==> src/rtl/sdram_init_param_pkg.sv <==
// Shared definitions for the SDRAM power-up initialisation sequencer:
// command encodings, FSM state encoding and mode-register field positions.
package sdram_init_param_pkg;

  // {cs_n, ras_n, cas_n, we_n}
  localparam logic [3:0] CMD_NOP = 4'b0111;
  localparam logic [3:0] CMD_PRE = 4'b0010;
  localparam logic [3:0] CMD_AR  = 4'b0001;
  localparam logic [3:0] CMD_MRS = 4'b0000;

  localparam int MODE_BL_LSB  = 0;
  localparam int MODE_BT_BIT  = 3;
  localparam int MODE_CAS_LSB = 4;
  localparam int MODE_WB_BIT  = 9;

  typedef enum logic [3:0] {
    ST_WAIT = 4'd0,
    ST_PRE  = 4'd1,
    ST_TRP  = 4'd2,
    ST_AR   = 4'd3,
    ST_TRFC = 4'd4,
    ST_MRS  = 4'd5,
    ST_TMRD = 4'd6,
    ST_EMRS = 4'd7,
    ST_END  = 4'd8
  } state_t;

  function automatic int max_int(input int a, input int b);
    max_int = (a > b) ? a : b;
  endfunction

  // Low 11 address bits of the MRS word; upper bits are always zero.
  function automatic logic [10:0] mode_word(input logic [2:0] cas, input logic [2:0] bl,
                                            input logic bt, input logic wb);
    logic [10:0] w;
    w = 11'd0;
    w[MODE_BL_LSB +: 3]  = bl;
    w[MODE_BT_BIT]       = bt;
    w[MODE_CAS_LSB +: 3] = cas;
    w[MODE_WB_BIT]       = wb;
    mode_word = w;
  endfunction

endpackage

==> src/rtl/sdram_init_param_if.sv <==
// Bus between the init sequencer (master) and the SDRAM controller side (slave).
interface sdram_init_param_if #(
  parameter int ADDR_W = 13,
  parameter int BA_W   = 2
);
  logic              init_req;
  logic [3:0]        init_cmd;
  logic [BA_W-1:0]   init_bank;
  logic [ADDR_W-1:0] init_addr;
  logic              init_busy;
  logic              init_end;

  modport master (
    input  init_req,
    output init_cmd,
    output init_bank,
    output init_addr,
    output init_busy,
    output init_end
  );

  modport slave (
    output init_req,
    input  init_cmd,
    input  init_bank,
    input  init_addr,
    input  init_busy,
    input  init_end
  );
endinterface

==> src/rtl/sdram_init_param.sv <==
// Parametrised SDRAM power-up init sequencer: WAIT -> PRE -> N x AR -> MRS -> optional EMRS -> END,
// with re-initialisation (skipping the power-up wait) on request once finished.
module sdram_init_param
  import sdram_init_param_pkg::*;
#(
  parameter int                ADDR_W     = 13,
  parameter int                BA_W       = 2,
  parameter int                T_POWER_UP = 20000,
  parameter int                T_RP       = 2,
  parameter int                T_RFC      = 7,
  parameter int                T_MRD      = 3,
  parameter int                AR_NUM     = 8,
  parameter int                CAS_LAT    = 3,
  parameter logic [2:0]        BURST_LEN  = 3'b111,
  parameter int                BURST_TYPE = 0,
  parameter int                WR_BURST   = 0,
  parameter int                EMRS_EN    = 0,
  parameter logic [ADDR_W-1:0] EMRS_VAL   = '0
) (
  input logic                init_clk,
  input logic                init_rst,
  sdram_init_param_if.master bus
);

  localparam int T_MAX = max_int(max_int(T_POWER_UP, T_RP), max_int(T_RFC, T_MRD));
  localparam int CNT_W = $clog2(T_MAX) + 1;

  localparam logic [ADDR_W-1:0] MRS_ADDR =
    ADDR_W'(mode_word(3'(CAS_LAT), BURST_LEN, 1'(BURST_TYPE), 1'(WR_BURST)));
  localparam logic [BA_W-1:0] EMRS_BANK = {1'b1, {(BA_W-1){1'b0}}};

  state_t           state_r;
  state_t           state_s;
  logic [CNT_W-1:0] cnt_r;
  logic [7:0]       ar_cnt_r;
  logic             emrs_done_r;

  logic             wait_st_s;
  logic             wait_done_s;
  logic             ar_inc_s;
  logic             emrs_set_s;
  logic             reinit_s;

  // Terminal count of whichever timed wait state is active
  always_comb begin
    wait_st_s   = 1'b1;
    wait_done_s = 1'b0;
    case (state_r)
      ST_WAIT: wait_done_s = (cnt_r == CNT_W'(T_POWER_UP - 1));
      ST_TRP:  wait_done_s = (cnt_r == CNT_W'(T_RP - 1));
      ST_TRFC: wait_done_s = (cnt_r == CNT_W'(T_RFC - 1));
      ST_TMRD: wait_done_s = (cnt_r == CNT_W'(T_MRD - 1));
      default: wait_st_s   = 1'b0;
    endcase
  end

  // Next-state selection and counter control strobes
  always_comb begin
    state_s    = state_r;
    ar_inc_s   = 1'b0;
    emrs_set_s = 1'b0;
    reinit_s   = 1'b0;
    case (state_r)
      ST_WAIT: begin
        if (wait_done_s) state_s = ST_PRE;
        else             state_s = ST_WAIT;
      end
      ST_PRE: state_s = ST_TRP;
      ST_TRP: begin
        if (wait_done_s) state_s = ST_AR;
        else             state_s = ST_TRP;
      end
      ST_AR: begin
        ar_inc_s = 1'b1;
        state_s  = ST_TRFC;
      end
      ST_TRFC: begin
        // ar_cnt_r already counts the AR just issued
        if (!wait_done_s)                state_s = ST_TRFC;
        else if (ar_cnt_r < 8'(AR_NUM))  state_s = ST_AR;
        else                             state_s = ST_MRS;
      end
      ST_MRS: state_s = ST_TMRD;
      ST_TMRD: begin
        if (!wait_done_s)                          state_s = ST_TMRD;
        else if ((EMRS_EN != 0) && !emrs_done_r)   state_s = ST_EMRS;
        else                                       state_s = ST_END;
      end
      ST_EMRS: begin
        emrs_set_s = 1'b1;
        state_s    = ST_TMRD;
      end
      ST_END: begin
        if (bus.init_req) begin
          reinit_s = 1'b1;
          state_s  = ST_PRE;
        end else begin
          state_s  = ST_END;
        end
      end
      default: state_s = ST_WAIT;
    endcase
  end

  // State register, per-state cycle counter, AR counter and EMRS-issued flag
  always_ff @(posedge init_clk) begin
    if (init_rst) begin
      state_r     <= ST_WAIT;
      cnt_r       <= '0;
      ar_cnt_r    <= 8'd0;
      emrs_done_r <= 1'b0;
    end else begin
      state_r <= state_s;

      if (state_s != state_r) cnt_r <= '0;
      else if (wait_st_s)     cnt_r <= cnt_r + CNT_W'(1);
      else                    cnt_r <= cnt_r;

      if (reinit_s)      ar_cnt_r <= 8'd0;
      else if (ar_inc_s) ar_cnt_r <= ar_cnt_r + 8'd1;
      else               ar_cnt_r <= ar_cnt_r;

      if (reinit_s)        emrs_done_r <= 1'b0;
      else if (emrs_set_s) emrs_done_r <= 1'b1;
      else                 emrs_done_r <= emrs_done_r;
    end
  end

  // Bus outputs decoded from the registered state only
  always_comb begin
    bus.init_cmd  = CMD_NOP;
    bus.init_bank = '0;
    bus.init_addr = '0;
    bus.init_end  = 1'b0;
    bus.init_busy = 1'b1;
    case (state_r)
      ST_PRE: begin
        bus.init_cmd  = CMD_PRE;
        bus.init_bank = '1;
        bus.init_addr = '1;
      end
      ST_AR:  bus.init_cmd = CMD_AR;
      ST_MRS: begin
        bus.init_cmd  = CMD_MRS;
        bus.init_addr = MRS_ADDR;
      end
      ST_EMRS: begin
        bus.init_cmd  = CMD_MRS;
        bus.init_bank = EMRS_BANK;
        bus.init_addr = EMRS_VAL;
      end
      ST_END: begin
        bus.init_end  = 1'b1;
        bus.init_busy = 1'b0;
      end
      default: bus.init_cmd = CMD_NOP;
    endcase
  end

endmodule

==> src/flat_wrapper.sv <==
// flat-port wrapper written by rule: the top's interface ports become plain ports
module sdram_init_param_flat import sdram_init_param_pkg::*;
#(
  parameter int                ADDR_W     = 13,
  parameter int                BA_W       = 2,
  parameter int                T_POWER_UP = 20000,
  parameter int                T_RP       = 2,
  parameter int                T_RFC      = 7,
  parameter int                T_MRD      = 3,
  parameter int                AR_NUM     = 8,
  parameter int                CAS_LAT    = 3,
  parameter logic [2:0]        BURST_LEN  = 3'b111,
  parameter int                BURST_TYPE = 0,
  parameter int                WR_BURST   = 0,
  parameter int                EMRS_EN    = 0,
  parameter logic [ADDR_W-1:0] EMRS_VAL   = '0
)
  (init_clk, init_rst, bus_init_req, bus_init_cmd, bus_init_bank, bus_init_addr, bus_init_busy, bus_init_end);
  sdram_init_param_if #(.ADDR_W(ADDR_W), .BA_W(BA_W)) bus_i ();
  input logic init_clk;
  input logic init_rst;
  input wire logic [$bits(bus_i.init_req)-1:0] bus_init_req;
  output wire logic [$bits(bus_i.init_cmd)-1:0] bus_init_cmd;
  output wire logic [$bits(bus_i.init_bank)-1:0] bus_init_bank;
  output wire logic [$bits(bus_i.init_addr)-1:0] bus_init_addr;
  output wire logic [$bits(bus_i.init_busy)-1:0] bus_init_busy;
  output wire logic [$bits(bus_i.init_end)-1:0] bus_init_end;
  assign bus_i.init_req = bus_init_req;
  assign bus_init_cmd = bus_i.init_cmd;
  assign bus_init_bank = bus_i.init_bank;
  assign bus_init_addr = bus_i.init_addr;
  assign bus_init_busy = bus_i.init_busy;
  assign bus_init_end = bus_i.init_end;
  sdram_init_param #(.ADDR_W(ADDR_W), .BA_W(BA_W), .T_POWER_UP(T_POWER_UP), .T_RP(T_RP), .T_RFC(T_RFC), .T_MRD(T_MRD), .AR_NUM(AR_NUM), .CAS_LAT(CAS_LAT), .BURST_LEN(BURST_LEN), .BURST_TYPE(BURST_TYPE), .WR_BURST(WR_BURST), .EMRS_EN(EMRS_EN), .EMRS_VAL(EMRS_VAL)) u_core (.init_clk(init_clk), .init_rst(init_rst), .bus(bus_i));
endmodule
==> config.mk <==
export PLATFORM = sky130hd
export DESIGN_NAME = sdram_init_param_flat
export DESIGN_NICKNAME = d
export VERILOG_FILES = /design/src/rtl/sdram_init_param_pkg.sv /design/src/rtl/sdram_init_param_if.sv /design/src/rtl/sdram_init_param.sv /design/src/flat_wrapper.sv
export SDC_FILE = /design/constraint.sdc
export NUM_CORES = 1
export LEC_CHECK = 0
export CORE_AREA = 2 2 61 63
export CTS_BUF_LIST = sky130_fd_sc_hd__clkbuf_2
export DETAILED_ROUTE_END_ITERATION = 12
export DIE_AREA = 0 0 63 65
export GPL_ROUTABILITY_DRIVEN = 0
export PLACE_DENSITY = 0.85
export SLEW_MARGIN = 20
export SYNTH_ARGS = -nofsm -noshare
export SYNTH_HDL_FRONTEND = slang
export SYNTH_SLANG_ARGS = --single-unit
export TNS_END_PERCENT = 30
==> constraint.sdc <==
create_clock -name init_clk -period 1.9 [get_ports init_clk]
set_clock_uncertainty 0.15 [all_clocks]
set_input_delay 0.19 -clock init_clk [delete_from_list [all_inputs] [get_ports init_clk]]
set_output_delay 0.19 -clock init_clk [all_outputs]
set_load 0.03 [all_outputs]
==> flow_summary.yaml, run 1 <==
routing:
  ant_nets: 0
  wl_um: 3890
  drc: 0
  via_count: 1453
  drtIter0Drc: 110
  drt-vias-per-instance: 5.21
  firstDrtPassIters: 4
  wl_per_cell_um: 13.9
cts:
  clockBufferDepth: 2
  numCtsBuffers: 3
  worstSkewPairLatency_ns: 0.37
  cts_sinks: 28
  ctsHtreeMaxLevel: 1
  root_buffer: "clkbuf_2"
  path_clk_slew_ns: 0.27
  postCtsHoldBufs: 0
  cts_tree: "done"
synthesis:
  synth_largest_area_cell: "dfxtp_1"
  syn_area_per_cell_um2: 8.42
  synth-async-reset-ratio_pct: 0
  synth_top_area_share_pct: 34.5
  synthTopCellsByArea: "dfxtp_1 (34%), nor2_1 (7.4%), buf_4 (6.5%)"
  synth.cell_area_um2: 1630
  synthMostInstantiatedCell: "nor2_1"
  yosysUniqueCellTypes: 44
  ys_seq_area_share_pct: 34.5
  synth_ff_type: "dfxtp_1"
  ys_ff_latch: 28
  ys_warn_count: 0
  synthesis.nets: 198
  synth_common_cells: "nor2_1 (32), dfxtp_1 (28), nand2_1 (15)"
  synth_edf_count: 0
  synthCells: 193
global_route:
  antenna_found_initial: 0
  grt.overflow.total: 0
  grt_pass1_wl_um: 6410
  grt_pass1_vias: 1386
  grt_max_degree: 17
  grt.total_usage_pct: 20.0
floorplan:
  core_um2: 3500
  start_util_pct: 46.5
  die_x_um: 63
  std_cell_rows: 22
  ios: 24
  die_h_um: 65
  design.die.area_um2: 4100
timing:
  drv_slew: 0
  final_hold_viol_count: 0
  final.setup.worst_slack_ns: -0.0724
  clock.fmax_mhz: 507
  rsz0062_at_grt: "yes"
  post-route-period-util_pct: 104
  fin_crit_ns: 1.97
  setup_violations: 7
setup_path:
  arrival_ns: 2.16
  cp-start-kind: "flop"
  critPathKind: "reg2reg"
  rr_worst_depth: 5
  path_max_fanout: 5
  cpPeakStageDelay_ns: 0.56
  worstPathRequired_ns: 2.08
  crit_slowest_cell: "or4_4"
  crit_path_end_kind: "flop"
  cp_cell_sequence: "buf_4, nand4bb_4, or4_4, or3_1, a21oi_1"
pwr:
  power.density_nw_per_um2: 489
  power.total_w: 0.00105
  p_leak_nw: 0.852
  ir_drop_uv: 314
status:
  status: "complete, but fails checks"
  violations: "negative setup slack"
placed_design:
  preCtsSetupSlack_ns: -0.113
  port_buffers: 22
  dp_hpwl_um: 2790
final_layout:
  fillers: 276
  syn2layout_area_growth_pct: 31.6
  nNetsFinal: 237
  drive_above_1_share_pct: 41.6
  insertedDiodeCount: 0
job:
  cap_violations: 0
min_path:
  hold_path.class: "in2reg"
  holdPathStages: 3
[metrics by stage]
stage	hold slack [ns]	setup TNS, ns	cells	util [%]	area (um2)
2_1_floorplan	0.109	-0.629	193	-	1650
3_3_place_gp	0.343	-0.0570	273	56.2	1960
3_5_place_dp	0.345	-0.417	273	56.2	1960
4_1_cts	0.237	-0.287	279	60.3	2110
5_1_grt	0.222	-1.41	279	61.2	2140
6_report	0.240	-0.286	279	61.2	2140
[per-layer routing]
metal	vias up	part of all wire, %	track usage [%]
met5	-	0	0
met4	0	2.6	9.44
met3	11	3.9	2.43
met2	43	52	36.7
met1	683	41	23.0
li1	716	-	-
[cell usage in the layout (no fill, tap or decap), types with 2 or more instances in the layout]
| master | n |
|---|---|
| nand4_1 | 8 |
| clkdlybuf4s50_1 | 2 |
| or3b_4 | 2 |
| nand2_2 | 2 |
| a21oi_1 | 5 |
| nor3_2 | 2 |
| dfxtp_2 | 12 |
| nand3_1 | 6 |
| buf_4 | 48 |
| xnor2_1 | 12 |
| nor2_1 | 29 |
| inv_1 | 4 |
| dfxtp_1 | 16 |
| ha_1 | 2 |
| or4_4 | 2 |
| buf_6 | 4 |
| a21o_1 | 3 |
| nor2_4 | 2 |
| clkbuf_2 | 3 |
| xor2_1 | 12 |
| nand2_1 | 13 |
| or3_1 | 2 |
| o21ai_0 | 6 |
| nor2_2 | 2 |
[report_power, final]
group,internal [W],switching (W)
sequential,0.000596,0.00000432
clock,0.000181,0.000185
combinational,0.0000370,0.0000431
[critical path: cells and delay by family (launching register included)]
kind / cells / cell delay [ns]
AND/OR/NAND/NOR: 3 / 1.11
flip-flops: 1 / 0.39
AO/OA/AOI/OAI: 1 / 0.14
buffers and inverters: 1 / 0.14
[logic make-up after synthesis]
family,count (synthesis),synth area share [%]
XOR/XNOR,24,12.9
multiplexers,1,0.616
adder cells (fa/ha/maj),2,1.54
AO/OA/AOI/OAI,23,10.8
flip-flops,28,34.5
buffers and inverters,29,11.2
AND/OR/NAND/NOR,85,28.2
other,1,0.231
[final timing paths]
check                startpoint                  to  slack [ns]
max           u_core.state_r[0]    u_core.cnt_r[13]       -0.07
min                bus_init_req   u_core.state_r[0]        0.24
max reg2reg   u_core.state_r[0]    u_core.cnt_r[13]       -0.07
min reg2reg  u_core.ar_cnt_r[1]  u_core.ar_cnt_r[1]        0.40
[flip-flops by register name, indices dropped and copies added (netlist names)]
register	cells
u_core.ar_cnt_r	8
u_core.state_r	4
u_core.cnt_r	16
[timing repair]
item / CTS / global route
endpoints found under the setup margin: 35 / 35
gates resized for setup: 39 / 11
pin swaps: 7 / 1
endpoints found under the hold margin: 0 / 0
setup buffers: 1 / 0
cloned: 1 / 0
[cell type report]
cell class                      instances  area (um2)  share of cell area [%]
Clock inverter                          1        30.0                    1.40
Sequential cell                        28         576                    26.9
Clock buffer                            3        15.0                   0.702
Inverter                                6        30.0                    1.40
Timing Repair Buffer                   56         442                    20.6
Tap cell                               48        60.1                    2.81
Multi-Input combinational cell        137         987                    46.1
No activity file was read; power rests on OpenSTA's default activity.
==> inputs of run 2 (changes only) <==
--- a/config.mk
+++ b/config.mk
@@ -11,7 +11,6 @@
 export DIE_AREA = 0 0 63 65
 export GPL_ROUTABILITY_DRIVEN = 0
 export PLACE_DENSITY = 0.85
-export SLEW_MARGIN = 20
 export SYNTH_ARGS = -nofsm -noshare
 export SYNTH_HDL_FRONTEND = slang
 export SYNTH_SLANG_ARGS = --single-unit
==> constraint.sdc (replaced) <==
create_clock -name init_clk -period 1.9 [get_ports init_clk]
set_clock_uncertainty 0.15 [all_clocks]
set_input_delay 0.19 -clock init_clk [delete_from_list [all_inputs] [get_ports init_clk]]
set_output_delay 0.19 -clock init_clk [all_outputs]
set_load 0.02 [all_outputs]
==> flow_summary.yaml, run 2 (synthesized netlist as in run 1, its figures left out) <==
global_route:
  grt_max_degree: 17
  grt.overflow.total: 0
  grt.total_usage_pct: 18.8
  grt_pass1_vias: 1415
  use_met1_pct: 23.0
  grt.met2_usage_pct: 33.1
  met3_usage_pct: 2.43
  grt_pass1_wl_um: 6150
  antenna_found_initial: 0
  busiest_layer: "met2"
setup_path:
  cp_cell_sequence: "buf_6, xnor2_1, or4_4, a2111oi_4, buf_4, a21o_4, clkbuf_16, nor2_1"
  path_max_fanout: 4
  worstPathRequired_ns: 2.05
  rr_worst_depth: 8
  reg2reg_to: "u_core.cnt_r[4]"
  cpPeakStageDelay_ns: 0.45
  regToRegSetupSlack_ns: -0.16
  crit_path_end_kind: "flop"
  cp-start-kind: "flop"
  arrival_ns: 2.21
  critPathKind: "reg2reg"
  timing.rr.start: "u_core.state_r[1]"
  crit_slowest_cell: "or4_4"
floorplan:
  core_um2: 3500
  std_cell_rows: 22
  design.die.area_um2: 4100
  die_h_um: 65
  die_x_um: 63
  start_util_pct: 46.5
  ios: 24
timing:
  final_hold_viol_count: 0
  final.setup.worst_slack_ns: -0.161
  rsz0062_at_grt: "yes"
  fin_crit_ns: 2.06
  holdWs_ns: 0.289
  clock.fmax_mhz: 485
  drv_slew: 0
  setup_violations: 16
  post-route-period-util_pct: 108
min_path:
  min-delay-start: "bus_init_req"
  hold_path.class: "in2reg"
  min_to: "u_core.state_r[0]"
  holdPathStages: 3
routing:
  ant_nets: 0
  via_count: 1521
  firstDrtPassIters: 5
  drt-vias-per-instance: 5.32
  drc: 0
  wl_per_cell_um: 14.1
  drtIter0Drc: 129
  wl_um: 4040
job:
  cap_violations: 0
final_layout:
  drive_above_1_share_pct: 40.3
  regMostFlops: "u_core.cnt_r"
  final_cell_mix: "buf_4 (43), nor2_1 (26), dfxtp_1 (23)"
  reg_top3: "u_core.cnt_r x16, u_core.ar_cnt_r x8, u_core.state_r x4"
  final_common_cell: "buf_4"
  insertedDiodeCount: 0
  nNetsFinal: 244
  syn2layout_area_growth_pct: 37.1
  largest_reg_flops: 16
pwr:
  power.density_nw_per_um2: 470
  ir_drop_uv: 298
  p_leak_nw: 0.912
cts:
  numCtsBuffers: 3
  worstSkewPairLatency_ns: 0.37
  root_buffer: "clkbuf_2"
  cts_tree: "done"
  path_clk_slew_ns: 0.27
  ctsHtreeMaxLevel: 1
  postCtsHoldBufs: 0
  cts_sinks: 28
  clockBufferDepth: 2
status:
  violations: "negative setup slack"
  status: "complete, but fails checks"
placed_design:
  dp_hpwl_um: 2620
  preCtsSetupSlack_ns: -0.126
  port_buffers: 22
==> run 2: power breakdown <==
| part | leakage, nW | total (W) | switching, W | internal [W] |
|---|---|---|---|---|
| clock | 0.0266 | 0.000361 | 0.000180 | 0.000181 |
| sequential | 0.229 | 0.000602 | 0.00000852 | 0.000593 |
| combinational | 0.657 | 0.0000848 | 0.0000411 | 0.0000437 |
==> run 2: cell type report <==
| class | count | area [um2] |
|---|---|---|
| Fill cell | 280 | 1270 |
| Multi-Input combinational cell | 136 | 995 |
| Sequential cell | 28 | 574 |
| Timing Repair Buffer | 64 | 529 |
| Tap cell | 48 | 60.1 |
| Clock inverter | 1 | 30.0 |
| Inverter | 6 | 25.0 |
| Clock buffer | 3 | 15.0 |
==> run 2: worst max path at each step <==
stage	startpoint	end	slack (ns)	cells after the start
2_1_floorplan	u_core.state_r[0]	u_core.cnt_r[13]	-0.02	6
3_3_place_gp	u_core.state_r[1]	bus_init_end	-0.07	4
3_5_place_dp	u_core.state_r[1]	bus_init_end	-0.13	4
4_1_cts	u_core.state_r[1]	u_core.state_r[1]	-0.17	8
5_1_grt	u_core.state_r[1]	u_core.state_r[1]	-0.28	8
6_report	u_core.state_r[1]	u_core.cnt_r[4]	-0.16	8
==> run 2: what timing repair did <==
item                       4_1_cts  5_1_grt
setup endpoints to repair       36       36
setup buffers                    4        2
resized for setup               99       28
pin swaps                        3       11
gates cloned                     0        1
==> run 2: layer usage <==
metal  vias to the layer above  share of wire, %
met5                         -                 0
met4                         0               1.6
met3                         8               4.5
met2                        45                52
met1                       733                42
li1                        735                 -
==> run 2: stage by stage <==
| stage | power [W] | area (um2) | util [%] | setup TNS [ns] | std cells |
|---|---|---|---|---|---|
| after floorplan | 0.000649 | 1640 | - | -0.138 | 193 |
| after global placement | 0.000679 | 2030 | 58.2 | -0.742 | 275 |
| after detailed placement | 0.000681 | 2030 | 58.2 | -1.65 | 275 |
| after CTS | 0.00104 | 2090 | 59.9 | -1.74 | 283 |
| after global routing | 0.00110 | 2230 | 63.7 | -3.13 | 286 |
| final | 0.00105 | 2230 | 63.7 | -1.73 | 286 |
==> run 2: worst max-delay path: cells and delay by family, from the launching register on <==
family / cells / cell delay [ns]
buf+inv: 3 / 0.45
simple gates: 2 / 0.48
xor+xnor: 1 / 0.13
flops: 1 / 0.39
compound gates: 2 / 0.39
==> inputs of run 3 (changes only) <==
--- a/config.mk
+++ b/config.mk
@@ -6,7 +6,7 @@
 export NUM_CORES = 1
 export LEC_CHECK = 0
 export CORE_AREA = 2 2 61 63
-export CTS_BUF_LIST = sky130_fd_sc_hd__clkbuf_2
+export CTS_BUF_LIST = sky130_fd_sc_hd__clkbuf_4 sky130_fd_sc_hd__clkbuf_8
 export DETAILED_ROUTE_END_ITERATION = 12
 export DIE_AREA = 0 0 63 65
 export GPL_ROUTABILITY_DRIVEN = 0
==> flow_summary.yaml, run 3 (synthesized netlist as in run 1, its figures left out) <==
floorplan:
  design.die.area_um2: 4100
  die_x_um: 63
  die_h_um: 65
  core_um2: 3500
  start_util_pct: 46.5
  ios: 24
  std_cell_rows: 22
setup_path:
  crit_slowest_cell: "dfxtp_4"
  rr_worst_depth: 7
  startpoint: "u_core.state_r[1]"
  cp_cell_sequence: "buf_6, nor4bb_4, a21oi_2, a2111oi_4, a21o_1, clkbuf_16, nor2_1"
  timing.rr.start: "u_core.state_r[1]"
  cpPeakStageDelay_ns: 0.40
  crit_path_end_kind: "flop"
  worstPathRequired_ns: 2.00
  cp_num_cells: 7
  critPathKind: "reg2reg"
  path_max_fanout: 5
  cp-start-kind: "flop"
  arrival_ns: 2.10
  crit_buf_inv: 2
  cp_top_family: "compound AO/OA/AOI/OAI gates"
timing:
  fin_crit_ns: 2.00
  drv_slew: 0
  final.setup.worst_slack_ns: -0.0968
  rsz0062_at_grt: "yes"
  clock.fmax_mhz: 501
  post-route-period-util_pct: 105
  final_hold_viol_count: 0
  setup_violations: 14
global_route:
  grt.overflow.total: 0
  grt_max_degree: 17
  antenna_found_initial: 0
  grt_pass1_vias: 1351
  grt.total_usage_pct: 18.1
  grt_pass1_wl_um: 5870
routing:
  wl_um: 4090
  drt-vias-per-instance: 5.18
  via_count: 1456
  wl_per_cell_um: 14.6
  drtIter0Drc: 91
  ant_nets: 0
  drc: 0
  firstDrtPassIters: 4
pwr:
  p_leak_nw: 0.892
  power.density_nw_per_um2: 496
  ir_drop_uv: 337
cts:
  ctsHtreeMaxLevel: 1
  worstSkewPairLatency_ns: 0.33
  path_clk_slew_ns: 0.15
  clockBufferDepth: 2
  root_buffer: "clkbuf_4"
  cts_tree: "done"
  numCtsBuffers: 3
  cts_sinks: 28
final_layout:
  reg_top3: "u_core.cnt_r x16, u_core.ar_cnt_r x8, u_core.state_r x4"
  nNetsFinal: 239
  drive_above_1_share_pct: 39.5
  final_cell_mix: "buf_4 (34), nor2_1 (28), dfxtp_1 (21)"
  final_cells: 281
  insertedDiodeCount: 0
  syn2layout_area_growth_pct: 33.3
  largest_reg_flops: 16
  final_common_cell: "buf_4"
  regMostFlops: "u_core.cnt_r"
  fillers: 293
status:
  status: "complete, but fails checks"
  violations: "negative setup slack"
placed_design:
  dp_hpwl_um: 2620
  placed_cells: 275
  port_buffers: 22
  preCtsSetupSlack_ns: -0.126
job:
  cap_violations: 0
min_path:
  hold_path.class: "in2reg"
  min-delay-start: "bus_init_req"
  holdPathStages: 3
[run 3: cell count changes in the layout (fill, tap and decap cells not counted), sizes merged]
cell,delta
dlygate4sd2,+2
buf,-6
clkdlybuf4s15,-1
[run 3: area by class of cell]
class | instances | area (um2) | area share, %
clock buffers | 3 | 22.5 | 1.04
inverters | 6 | 25.0 | 1.15
well taps | 48 | 60.1 | 2.77
flip-flops and latches | 28 | 579 | 26.7
clock inverters | 1 | 30.0 | 1.39
repair buffers | 59 | 452 | 20.8
multi-input cells | 136 | 998 | 46.1
[run 3: final timing paths]
path                                            to  slack (ns)
worst max register to register     u_core.cnt_r[4]        -0.1
worst min-delay path             u_core.state_r[0]        0.36
worst min register to register  u_core.ar_cnt_r[7]        0.38
worst max-delay path               u_core.cnt_r[4]        -0.1
[run 3: what timing repair did]
item / 4_1_cts / 5_1_grt
gates resized for setup: 74 / 37
hold buffers: 0 / 0
pin swaps: 2 / 9
setup buffers: 0 / 1
endpoints found under the setup margin: 36 / 36
gates cloned: 0 / 1
[run 3: power by group]
part            total, W  leakage, nW  switching, W  internal [W]
Combinational  0.0000841        0.634     0.0000413     0.0000428
Sequential      0.000598        0.230    0.00000793      0.000590
Clock           0.000394       0.0279      0.000180      0.000213
Total            0.00108        0.892      0.000230      0.000846
[run 3: worst register-to-register path, stage by stage, from the launching register on]
cell and delay [ns]:
dfxtp_4 0.40, buf_6 0.14, nor4bb_4 0.27, a21oi_2 0.09, a2111oi_4 0.35, a21o_1 0.30, clkbuf_16 0.19, nor2_1 0.04
[run 3: per-layer routing]
metal / global-route usage (%) / up-vias / routed length, um
li1: - / 725 / -
met1: 22.2 / 689 / 1750
met2: 31.6 / 36 / 2170
met3: 1.39 / 6 / 106
met4: 9.17 / 0 / 65
met5: 0 / - / 0
[run 3: through the flow]
| stage | setup TNS [ns] | total power [W] | util, % | area (um2) | hold WS (ns) |
|---|---|---|---|---|---|
| after global placement | -0.742 | 0.000679 | 58.2 | 2030 | 0.343 |
| after CTS | -0.461 | 0.00107 | 59.5 | 2080 | 0.306 |
| after global routing | -2.21 | 0.00112 | 62.0 | 2170 | 0.367 |
| after detailed placement | -1.65 | 0.000681 | 58.2 | 2030 | 0.346 |
| final | -0.833 | 0.00108 | 62.0 | 2170 | 0.358 |
| after floorplan | -0.138 | 0.000649 | - | 1640 | 0.109 |
